===== src/rtl/alu_arbiter_if.sv =====
// Bundle of requester, shared-ALU and response signals for the two-requester ALU arbiter.
// slave is the arbiter's view; master is the view of the surrounding environment.
interface alu_arbiter_if #(
    parameter int DATA_W = 32,
    parameter int OP_W   = 4
);
    logic              req0_valid;
    logic              req1_valid;
    logic              req0_ready;
    logic              req1_ready;
    logic [DATA_W-1:0] req0_src1;
    logic [DATA_W-1:0] req0_src2;
    logic [DATA_W-1:0] req1_src1;
    logic [DATA_W-1:0] req1_src2;
    logic [OP_W-1:0]   req0_op;
    logic [OP_W-1:0]   req1_op;
    logic [DATA_W-1:0] alu_src1;
    logic [DATA_W-1:0] alu_src2;
    logic [OP_W-1:0]   alu_op;
    logic [DATA_W-1:0] alu_result;
    logic              rsp_valid;
    logic              rsp_id;
    logic [DATA_W-1:0] rsp_result;
    logic              rsp_ready;

    modport slave (
        input  req0_valid, req1_valid,
        input  req0_src1, req0_src2, req1_src1, req1_src2,
        input  req0_op, req1_op,
        input  alu_result,
        input  rsp_ready,
        output req0_ready, req1_ready,
        output alu_src1, alu_src2, alu_op,
        output rsp_valid, rsp_id, rsp_result
    );

    modport master (
        output req0_valid, req1_valid,
        output req0_src1, req0_src2, req1_src1, req1_src2,
        output req0_op, req1_op,
        output alu_result,
        output rsp_ready,
        input  req0_ready, req1_ready,
        input  alu_src1, alu_src2, alu_op,
        input  rsp_valid, rsp_id, rsp_result
    );
endinterface


===== src/rtl/alu_arbiter.sv =====
// Two-requester arbiter in front of a shared combinational ALU.
// One operation in flight at a time: IDLE accepts, EXEC lets the ALU settle on the
// registered operands, RESP holds the result until the consumer takes it.
// Round-robin between requesters using the index of the last completed response.
module alu_arbiter #(
    parameter int DATA_W = 32,
    parameter int OP_W   = 4
) (
    input  logic         clk,
    input  logic         reset,
    alu_arbiter_if.slave bus
);

    typedef enum logic [1:0] {
        S_IDLE = 2'b00,
        S_EXEC = 2'b01,
        S_RESP = 2'b10
    } state_t;

    state_t            state_q;
    logic              last_id_q;
    logic [DATA_W-1:0] alu_src1_q;
    logic [DATA_W-1:0] alu_src2_q;
    logic [OP_W-1:0]   alu_op_q;
    logic              rsp_valid_q;
    logic              rsp_id_q;
    logic [DATA_W-1:0] rsp_result_q;

    logic              grant0_s;
    logic              grant1_s;
    logic              accept_s;
    logic [DATA_W-1:0] src1_sel_s;
    logic [DATA_W-1:0] src2_sel_s;
    logic [OP_W-1:0]   op_sel_s;

    // Winner selection: only in IDLE outside reset; on contention the requester not served last wins.
    always_comb begin
        grant0_s = 1'b0;
        grant1_s = 1'b0;
        if (reset && (state_q == S_IDLE)) begin
            grant0_s = bus.req0_valid && (!bus.req1_valid || last_id_q);
            grant1_s = bus.req1_valid && (!bus.req0_valid || !last_id_q);
        end else begin
            grant0_s = 1'b0;
            grant1_s = 1'b0;
        end
    end

    // Operand mux feeding the capture registers from whichever requester is granted.
    always_comb begin
        src1_sel_s = bus.req0_src1;
        src2_sel_s = bus.req0_src2;
        op_sel_s   = bus.req0_op;
        if (grant1_s) begin
            src1_sel_s = bus.req1_src1;
            src2_sel_s = bus.req1_src2;
            op_sel_s   = bus.req1_op;
        end else begin
            src1_sel_s = bus.req0_src1;
            src2_sel_s = bus.req0_src2;
            op_sel_s   = bus.req0_op;
        end
    end

    assign accept_s       = grant0_s || grant1_s;
    assign bus.req0_ready = grant0_s;
    assign bus.req1_ready = grant1_s;

    // Arbitration FSM with registered ALU drive and response outputs.
    always_ff @(posedge clk) begin
        if (!reset) begin
            state_q      <= S_IDLE;
            last_id_q    <= 1'b1;
            alu_src1_q   <= {DATA_W{1'b0}};
            alu_src2_q   <= {DATA_W{1'b0}};
            alu_op_q     <= {OP_W{1'b0}};
            rsp_valid_q  <= 1'b0;
            rsp_id_q     <= 1'b0;
            rsp_result_q <= {DATA_W{1'b0}};
        end else begin
            case (state_q)
                S_IDLE: begin
                    if (accept_s) begin
                        alu_src1_q <= src1_sel_s;
                        alu_src2_q <= src2_sel_s;
                        alu_op_q   <= op_sel_s;
                        rsp_id_q   <= grant1_s;
                        state_q    <= S_EXEC;
                    end else begin
                        state_q <= S_IDLE;
                    end
                end
                S_EXEC: begin
                    // ALU output has had a full cycle on the registered operands.
                    rsp_result_q <= bus.alu_result;
                    rsp_valid_q  <= 1'b1;
                    state_q      <= S_RESP;
                end
                S_RESP: begin
                    if (bus.rsp_ready) begin
                        rsp_valid_q <= 1'b0;
                        last_id_q   <= rsp_id_q;
                        state_q     <= S_IDLE;
                    end else begin
                        state_q <= S_RESP;
                    end
                end
                default: begin
                    rsp_valid_q <= 1'b0;
                    state_q     <= S_IDLE;
                end
            endcase
        end
    end

    assign bus.alu_src1   = alu_src1_q;
    assign bus.alu_src2   = alu_src2_q;
    assign bus.alu_op     = alu_op_q;
    assign bus.rsp_valid  = rsp_valid_q;
    assign bus.rsp_id     = rsp_id_q;
    assign bus.rsp_result = rsp_result_q;

endmodule


===== src/flat_wrapper.sv =====
// flat-port wrapper written by rule: the top's interface ports become plain ports
module alu_arbiter_flat 
#(
    parameter int DATA_W = 32,
    parameter int OP_W   = 4
)
  (clk, reset, bus_req0_valid, bus_req1_valid, bus_req0_src1, bus_req0_src2, bus_req1_src1, bus_req1_src2, bus_req0_op, bus_req1_op, bus_alu_result, bus_rsp_ready, bus_req0_ready, bus_req1_ready, bus_alu_src1, bus_alu_src2, bus_alu_op, bus_rsp_valid, bus_rsp_id, bus_rsp_result);
  alu_arbiter_if #(.DATA_W(DATA_W), .OP_W(OP_W)) bus_i ();
  input  logic clk;
  input  logic reset;
  input wire logic [$bits(bus_i.req0_valid)-1:0] bus_req0_valid;
  input wire logic [$bits(bus_i.req1_valid)-1:0] bus_req1_valid;
  input wire logic [$bits(bus_i.req0_src1)-1:0] bus_req0_src1;
  input wire logic [$bits(bus_i.req0_src2)-1:0] bus_req0_src2;
  input wire logic [$bits(bus_i.req1_src1)-1:0] bus_req1_src1;
  input wire logic [$bits(bus_i.req1_src2)-1:0] bus_req1_src2;
  input wire logic [$bits(bus_i.req0_op)-1:0] bus_req0_op;
  input wire logic [$bits(bus_i.req1_op)-1:0] bus_req1_op;
  input wire logic [$bits(bus_i.alu_result)-1:0] bus_alu_result;
  input wire logic [$bits(bus_i.rsp_ready)-1:0] bus_rsp_ready;
  output wire logic [$bits(bus_i.req0_ready)-1:0] bus_req0_ready;
  output wire logic [$bits(bus_i.req1_ready)-1:0] bus_req1_ready;
  output wire logic [$bits(bus_i.alu_src1)-1:0] bus_alu_src1;
  output wire logic [$bits(bus_i.alu_src2)-1:0] bus_alu_src2;
  output wire logic [$bits(bus_i.alu_op)-1:0] bus_alu_op;
  output wire logic [$bits(bus_i.rsp_valid)-1:0] bus_rsp_valid;
  output wire logic [$bits(bus_i.rsp_id)-1:0] bus_rsp_id;
  output wire logic [$bits(bus_i.rsp_result)-1:0] bus_rsp_result;
  assign bus_i.req0_valid = bus_req0_valid;
  assign bus_i.req1_valid = bus_req1_valid;
  assign bus_i.req0_src1 = bus_req0_src1;
  assign bus_i.req0_src2 = bus_req0_src2;
  assign bus_i.req1_src1 = bus_req1_src1;
  assign bus_i.req1_src2 = bus_req1_src2;
  assign bus_i.req0_op = bus_req0_op;
  assign bus_i.req1_op = bus_req1_op;
  assign bus_i.alu_result = bus_alu_result;
  assign bus_i.rsp_ready = bus_rsp_ready;
  assign bus_req0_ready = bus_i.req0_ready;
  assign bus_req1_ready = bus_i.req1_ready;
  assign bus_alu_src1 = bus_i.alu_src1;
  assign bus_alu_src2 = bus_i.alu_src2;
  assign bus_alu_op = bus_i.alu_op;
  assign bus_rsp_valid = bus_i.rsp_valid;
  assign bus_rsp_id = bus_i.rsp_id;
  assign bus_rsp_result = bus_i.rsp_result;
  alu_arbiter #(.DATA_W(DATA_W), .OP_W(OP_W)) u_core (.clk(clk), .reset(reset), .bus(bus_i));
endmodule

===== config.mk =====
export PLATFORM = sky130hd
export DESIGN_NAME = alu_arbiter_flat
export DESIGN_NICKNAME = d
export VERILOG_FILES = /design/src/rtl/alu_arbiter_if.sv /design/src/rtl/alu_arbiter.sv /design/src/flat_wrapper.sv
export SDC_FILE = /design/constraint.sdc
export NUM_CORES = 1
export LEC_CHECK = 0
export CORE_ASPECT_RATIO = 1.5
export CORE_MARGIN = 5
export CORE_UTILIZATION = 42
export CTS_BUF_LIST = sky130_fd_sc_hd__clkbuf_2
export DETAILED_ROUTE_END_ITERATION = 8
export PLACE_DENSITY = 0.88
export SYNTH_ARGS = -nofsm -noshare
export SYNTH_HDL_FRONTEND = slang
export SYNTH_SLANG_ARGS = --single-unit

===== constraint.sdc =====
create_clock -name clk -period 3.7 [get_ports clk]
set_input_delay 0.555 -clock clk [delete_from_list [all_inputs] [get_ports clk]]
set_output_delay 0.555 -clock clk [all_outputs]
set_load 0.02 [all_outputs]

==> impl_metrics.yaml, run 1 <==
power_and_ir_drop:
  comb_power_share: 0.331
  switching_share: 0.333
  p_leak_nw: 2.45
  p_seq_frac: 0.471
  cellPowerDensity_nw_per_um2: 366
  ir_drop_mv: 0.178
  p_int_w: 0.00183
  p_sw_w: 0.000913
  clock_power_share: 0.198
clocking:
  cts_inserted_buffers: 9
  clk_path_buf_depth: 2
  cts_hold_buffers: 0
  postCtsSetupBuffers: 0
  cts_tree: "yes"
  cts_resized: 0
  cts_sinks: 105
  ctsRootBufferMaster: "clkbuf_2"
  cts_htree_levels: 3
  clk_pin_slew_ps: 280
  insertion_delay_ps: 570
synth:
  yosysWarnings: 0
  synth_area_sq_um: 4690
  yosysUniqueCellTypes: 26
  synth_seq_cells: 105
  ys_seq_area_frac: 0.448
  synth_area_per_cell_sq_um: 8.23
  synth_cells: 570
  synth_nets: 743
hold_path:
  hold_path_class: "in2reg"
  hold_depth: 3
  hp-start: "bus_alu_result[10]"
  holdPathEnd: "u_core.bus.rsp_result[10]$_SDFFE_PN0P_"
global_route:
  grt_first_pass_wirelength_um: 27200
  grt_max_degree: 137
  antenna_found_initial: 1
  grt_overflow: 0
  grt_pass1_vias: 5246
  globalRouteTotalUtil: 0.257
worst_setup_path:
  endpoint_kind: "output pin"
  crit_chain: "clkdlybuf4s50_1 > or3b_2 > nor2_1 > clkdlybuf4s50_1"
  cp_slowest_cell: "clkdlybuf4s50_1"
  r2r-end: "u_core.bus.rsp_result[11]$_SDFFE_PN0P_"
  ff2ff_path_depth: 3
  worstPathRequired_ps: 3140
  crit_path_start_kind: "primary input"
  critPathMaxFanout: 6
  timing.rr.start: "u_core.state_q[0]$_SDFF_PN0_"
  rrSetupSlack_ps: 1600
  cpMostUsedCell: "clkdlybuf4s50_1"
  slowest_delay_ps: 640
  critical_path_arrival_ps: 2510
  critical_path_class: "in2out"
  crit_start: "reset"
die:
  coreArea_sq_um: 11000
  die_area_sq_um: 13400
  io_pins: 277
  row_count: 47
  initial_core_util: 0.427
  die_h_um: 139
  die_w_um: 96.3
routing:
  wl_per_cell_um: 19.2
  via_per_inst: 5.81
  vias: 5497
  drt-total-wl_um: 18100
  drtIter0Drc: 317
  drc: 0
  postRouteAntennaNets: 0
  drt_first_pass_iters: 5
cells_and_area:
  n_fill_cell: 884
  layout.nets: 966
  syn_to_final_growth_pct: 59.9
  final_common_cell: "clkdlybuf4s50_1"
  drive_gt1_frac: 0.0526
  layout_common_cells: "clkdlybuf4s50_1, dfxtp_1, a21oi_1"
  final_area_sq_um: 7500
  fin_util: 0.682
timing:
  setup_violations: 0
  rsz0062_at_grt: "false"
  slew_headroom: 0.123
  setup_tns_ps: 0
  post-route-min-period_ps: 3060
  period_share: 0.828
  hold_viol: 0
  fmax_mhz: 327
  drv_slew: 0
  clock_skew_ps: 20.1
  tightest_slew_ps: 1310
placed_design:
  portBuffers: 276
  hpwl_um: 12900
  placed_area_sq_um: 7390
  place.gp.congestion: 0.816
job:
  maxCapViolations: 0
status:
  status: "finished, final reports clean"
==> stage by stage <==
| step | hold WS, ps | setup WS [ps] | std cells | total power (W) |
|---|---|---|---|---|
| after floorplan | 534 | 1630 | 570 | 0.00177 |
| after global placement | 442 | 610 | 929 | 0.00219 |
| after detailed placement | 448 | 634 | 929 | 0.00222 |
| after CTS | 438 | 619 | 945 | 0.00276 |
| after global routing | 447 | 576 | 946 | 0.00287 |
| final | 476 | 637 | 946 | 0.00274 |
==> critical path, delay by kind of cell <==
kind / cells / cell delay (ps)
simple gates: 2 / 710
buf+inv: 2 / 1240
==> final cells by class <==
type,instances,area (sq um),area share
Sequential cell,105,2100,0.280
Multi-Input combinational cell,390,2240,0.298
Clock buffer,9,45.0,0.00600
Clock inverter,7,70.1,0.00934
Inverter,3,12.5,0.00167
Timing Repair Buffer,284,2850,0.380
Tap cell,147,184,0.0245
Antenna cell,1,2.50,0.000333
==> sequential cells by signal, summed over array words and instances (netlist names) <==
register               flops
u_core.bus.alu_op          4
u_core.bus.alu_src1       32
u_core.bus.alu_src2       32
u_core.bus.rsp_id          1
u_core.bus.rsp_result     32
u_core.bus.rsp_valid       1
u_core.last_id_q           1
u_core.state_q             2
==> cells by family (layout without fill, tap and decap cells) <==
group | after synthesis | in the layout | share of synthesized area
other | 0 | 1 | 0
buffers and inverters | 75 | 303 | 0.0784
AOI/OAI and AO/OA | 245 | 245 | 0.334
DFF | 105 | 105 | 0.448
and+or+nand+nor | 145 | 145 | 0.140
==> power by group through the flow <==
stage	Combinational, W	Clock [W]	Sequential, W
3_5_place_dp	0.000908	0	0.00131
3_3_place_gp	0.000885	0	0.00131
6_report	0.000908	0.000544	0.00129
4_1_cts	0.000912	0.000558	0.00129
2_1_floorplan	0.000344	0	0.00142
5_1_grt	0.000969	0.000598	0.00130
==> how the worst max path moves through the flow <==
stage | to | slack [ps] | cells after the start
3_5_place_dp | bus_req1_ready | 630 | 4
4_1_cts | bus_req1_ready | 620 | 4
6_report | bus_req1_ready | 640 | 4
5_1_grt | bus_req1_ready | 580 | 4
3_3_place_gp | bus_req1_ready | 610 | 4
2_1_floorplan | bus_req1_ready | 1630 | 4
==> metal layers <==
layer  GRT usage  vias to the layer above  share of wire
met3      0.0567                       69          0.092
met5           0                        -              0
li1            -                     2562              -
met2       0.426                      306           0.50
met4       0.163                        0          0.062
met1       0.292                     2560           0.35
==> cells in the mapped netlist, drive strengths merged <==
cell type | number | area, sq um
dfxtp | 105 | 2100
a21oi | 101 | 505
o21ai | 71 | 355
a311oi | 68 | 658
nand3 | 68 | 340
nand2 | 66 | 248
buf | 38 | 229
clkbuf | 34 | 128
nor2 | 5 | 18.8
inv | 3 | 11.3
a21bo | 1 | 10.0
a21boi | 1 | 11.3
a31o | 1 | 8.76
and2 | 1 | 8.76
nand2b | 1 | 6.26
nor2b | 1 | 6.26
nor3b | 1 | 12.5
o211a | 1 | 10.0
o311ai | 1 | 8.76
or2 | 1 | 6.26
or3b | 1 | 8.76
No activity file was read; power rests on OpenSTA's default activity.
==> run 2, diff against run 1 <==
Settings changed: CORE_UTILIZATION 42 to 35, PLACE_DENSITY 0.88 to 0.78.
Clock period 3.7 ns to 2.8 ns, I/O delays scaled along.
==> run 2 against run 1 <==
  * Die area rose by 18%
  * Final area rose by 1.7%
  * Sequential share of layout area fell by 0.44 points
  * Global-route usage fell by 3.7 points
  * Critical path depth fell by 1
  * Critical path type is now reg2out
==> impl_metrics.yaml, run 2 (synthesis results as in run 1) <==
clocking:
  clk_pin_slew_ps: 320
  cts_hold_buffers: 0
  cts_tree: "yes"
  cts_sinks: 105
  insertion_delay_ps: 560
  cts_htree_levels: 3
  clk_path_buf_depth: 2
  cts_inserted_buffers: 9
  ctsRootBufferMaster: "clkbuf_2"
placed_design:
  hpwl_um: 13400
  dpl_worst_slack_ps: 154
  portBuffers: 276
  placed_area_sq_um: 7520
  place.gp.congestion: 0.811
routing:
  wl_per_cell_um: 19.0
  drt-total-wl_um: 18400
  drt_first_pass_iters: 4
  via_per_inst: 5.54
  postRouteAntennaNets: 0
  vias: 5360
  drc: 0
  drtIter0Drc: 267
timing:
  drv_slew: 0
  fmax_mhz: 404
  setup_violations: 0
  clock_skew_ps: 22.8
  fin_ws_ps: 323
  period_share: 0.885
  setup_tns_ps: 0
  rsz0062_at_grt: "false"
  tightest_slew_ps: 788
  hold_viol: 0
  post-route-min-period_ps: 2480
  timing.hold.ws_ps: 350
  slew_headroom: 0.475
die:
  coreArea_sq_um: 13100
  die_h_um: 152
  die_area_sq_um: 15900
  die_w_um: 105
  io_pins: 277
  row_count: 51
  initial_core_util: 0.359
status:
  status: "finished, final reports clean"
worst_setup_path:
  critical_path_class: "reg2out"
  critPathMaxFanout: 10
  worstPathRequired_ps: 2380
  crit_path_start_kind: "register"
  critical_path_arrival_ps: 2060
  endpoint_kind: "output pin"
  ff2ff_path_depth: 4
power_and_ir_drop:
  cellPowerDensity_nw_per_um2: 474
  p_leak_nw: 2.52
  ir_drop_mv: 0.230
cells_and_area:
  final_area_sq_um: 7630
  layout.nets: 975
  syn_to_final_growth_pct: 62.6
  fin_util: 0.583
  layout_common_cells: "clkdlybuf4s50_1, dfxtp_1, a21oi_1"
  regArea_sq_um: 2100
  multi_input_area_sq_um: 2240
  final_common_cell: "clkdlybuf4s50_1"
  drive_gt1_frac: 0.0657
  n_fill_cell: 1135
global_route:
  grt_overflow: 0
  grt_first_pass_wirelength_um: 28800
  grt_max_degree: 73
  grt_pass1_vias: 5468
  globalRouteTotalUtil: 0.220
  antenna_found_initial: 1
hold_path:
  hold_depth: 3
  hold_path_class: "in2reg"
job:
  maxCapViolations: 0
-- run 2: worst paths after layout --
kind | from | slack (ps) | endpoint
min | bus_alu_result[28] | 350 | u_core.bus.rsp_result[28]$_SDFFE_PN0P_
max reg2reg | u_core.last_id_q$_SDFFE_PN1P_ | 990 | u_core.bus.alu_src1[13]$_SDFFE_PN0P_
min reg2reg | u_core.bus.rsp_result[8]$_SDFFE_PN0P_ | 470 | u_core.bus.rsp_result[8]$_SDFFE_PN0P_
max | u_core.state_q[0]$_SDFF_PN0_ | 320 | bus_req1_ready
-- run 2: final cells by class --
class,instances,area share
repair buffers,293,0.389
multi-input cells,390,0.293
flip-flops and latches,105,0.276
well taps,159,0.0261
clock inverters,7,0.00820
clock buffers,9,0.00590
inverters,3,0.00164
diodes,1,0.000328
-- run 2: routing by layer --
| metal | wire length, um | part of all wire | vias up | global-route usage |
|---|---|---|---|---|
| met2 | 9350 | 0.51 | 262 | 0.386 |
| met5 | 0 | 0 | - | 0 |
| met4 | 962 | 0.052 | 0 | 0.126 |
| li1 | - | - | 2576 | - |
| met3 | 1190 | 0.065 | 64 | 0.0526 |
| met1 | 6850 | 0.37 | 2458 | 0.238 |
-- run 2: power breakdown --
part	internal (W)	switching, W	total, W
sequential	0.00163	0.0000774	0.00171
clock	0.000135	0.000544	0.000678
combinational	0.000607	0.000622	0.00123
-- run 2: worst max-delay path, stage by stage (launching register included) --
cell and delay (ps):
dfxtp_2 450, or3b_2 530, nor2_1 190, dlygate4sd2_1 360
-- run 2: repair_timing --
| action | 4_1_cts | 5_1_grt |
|---|---|---|
| pin swaps | 0 | 0 |
| setup endpoints to repair | 2 | 1 |
| setup buffers | 0 | 0 |
| resized for setup | 3 | 1 |
-- run 2: through the flow --
stage / power [W] / std cells
floorplan: 0.00233 / 570
global placement: 0.00294 / 950
detailed placement: 0.00297 / 950
CTS: 0.00366 / 966
global route: 0.00381 / 967
finish: 0.00362 / 967
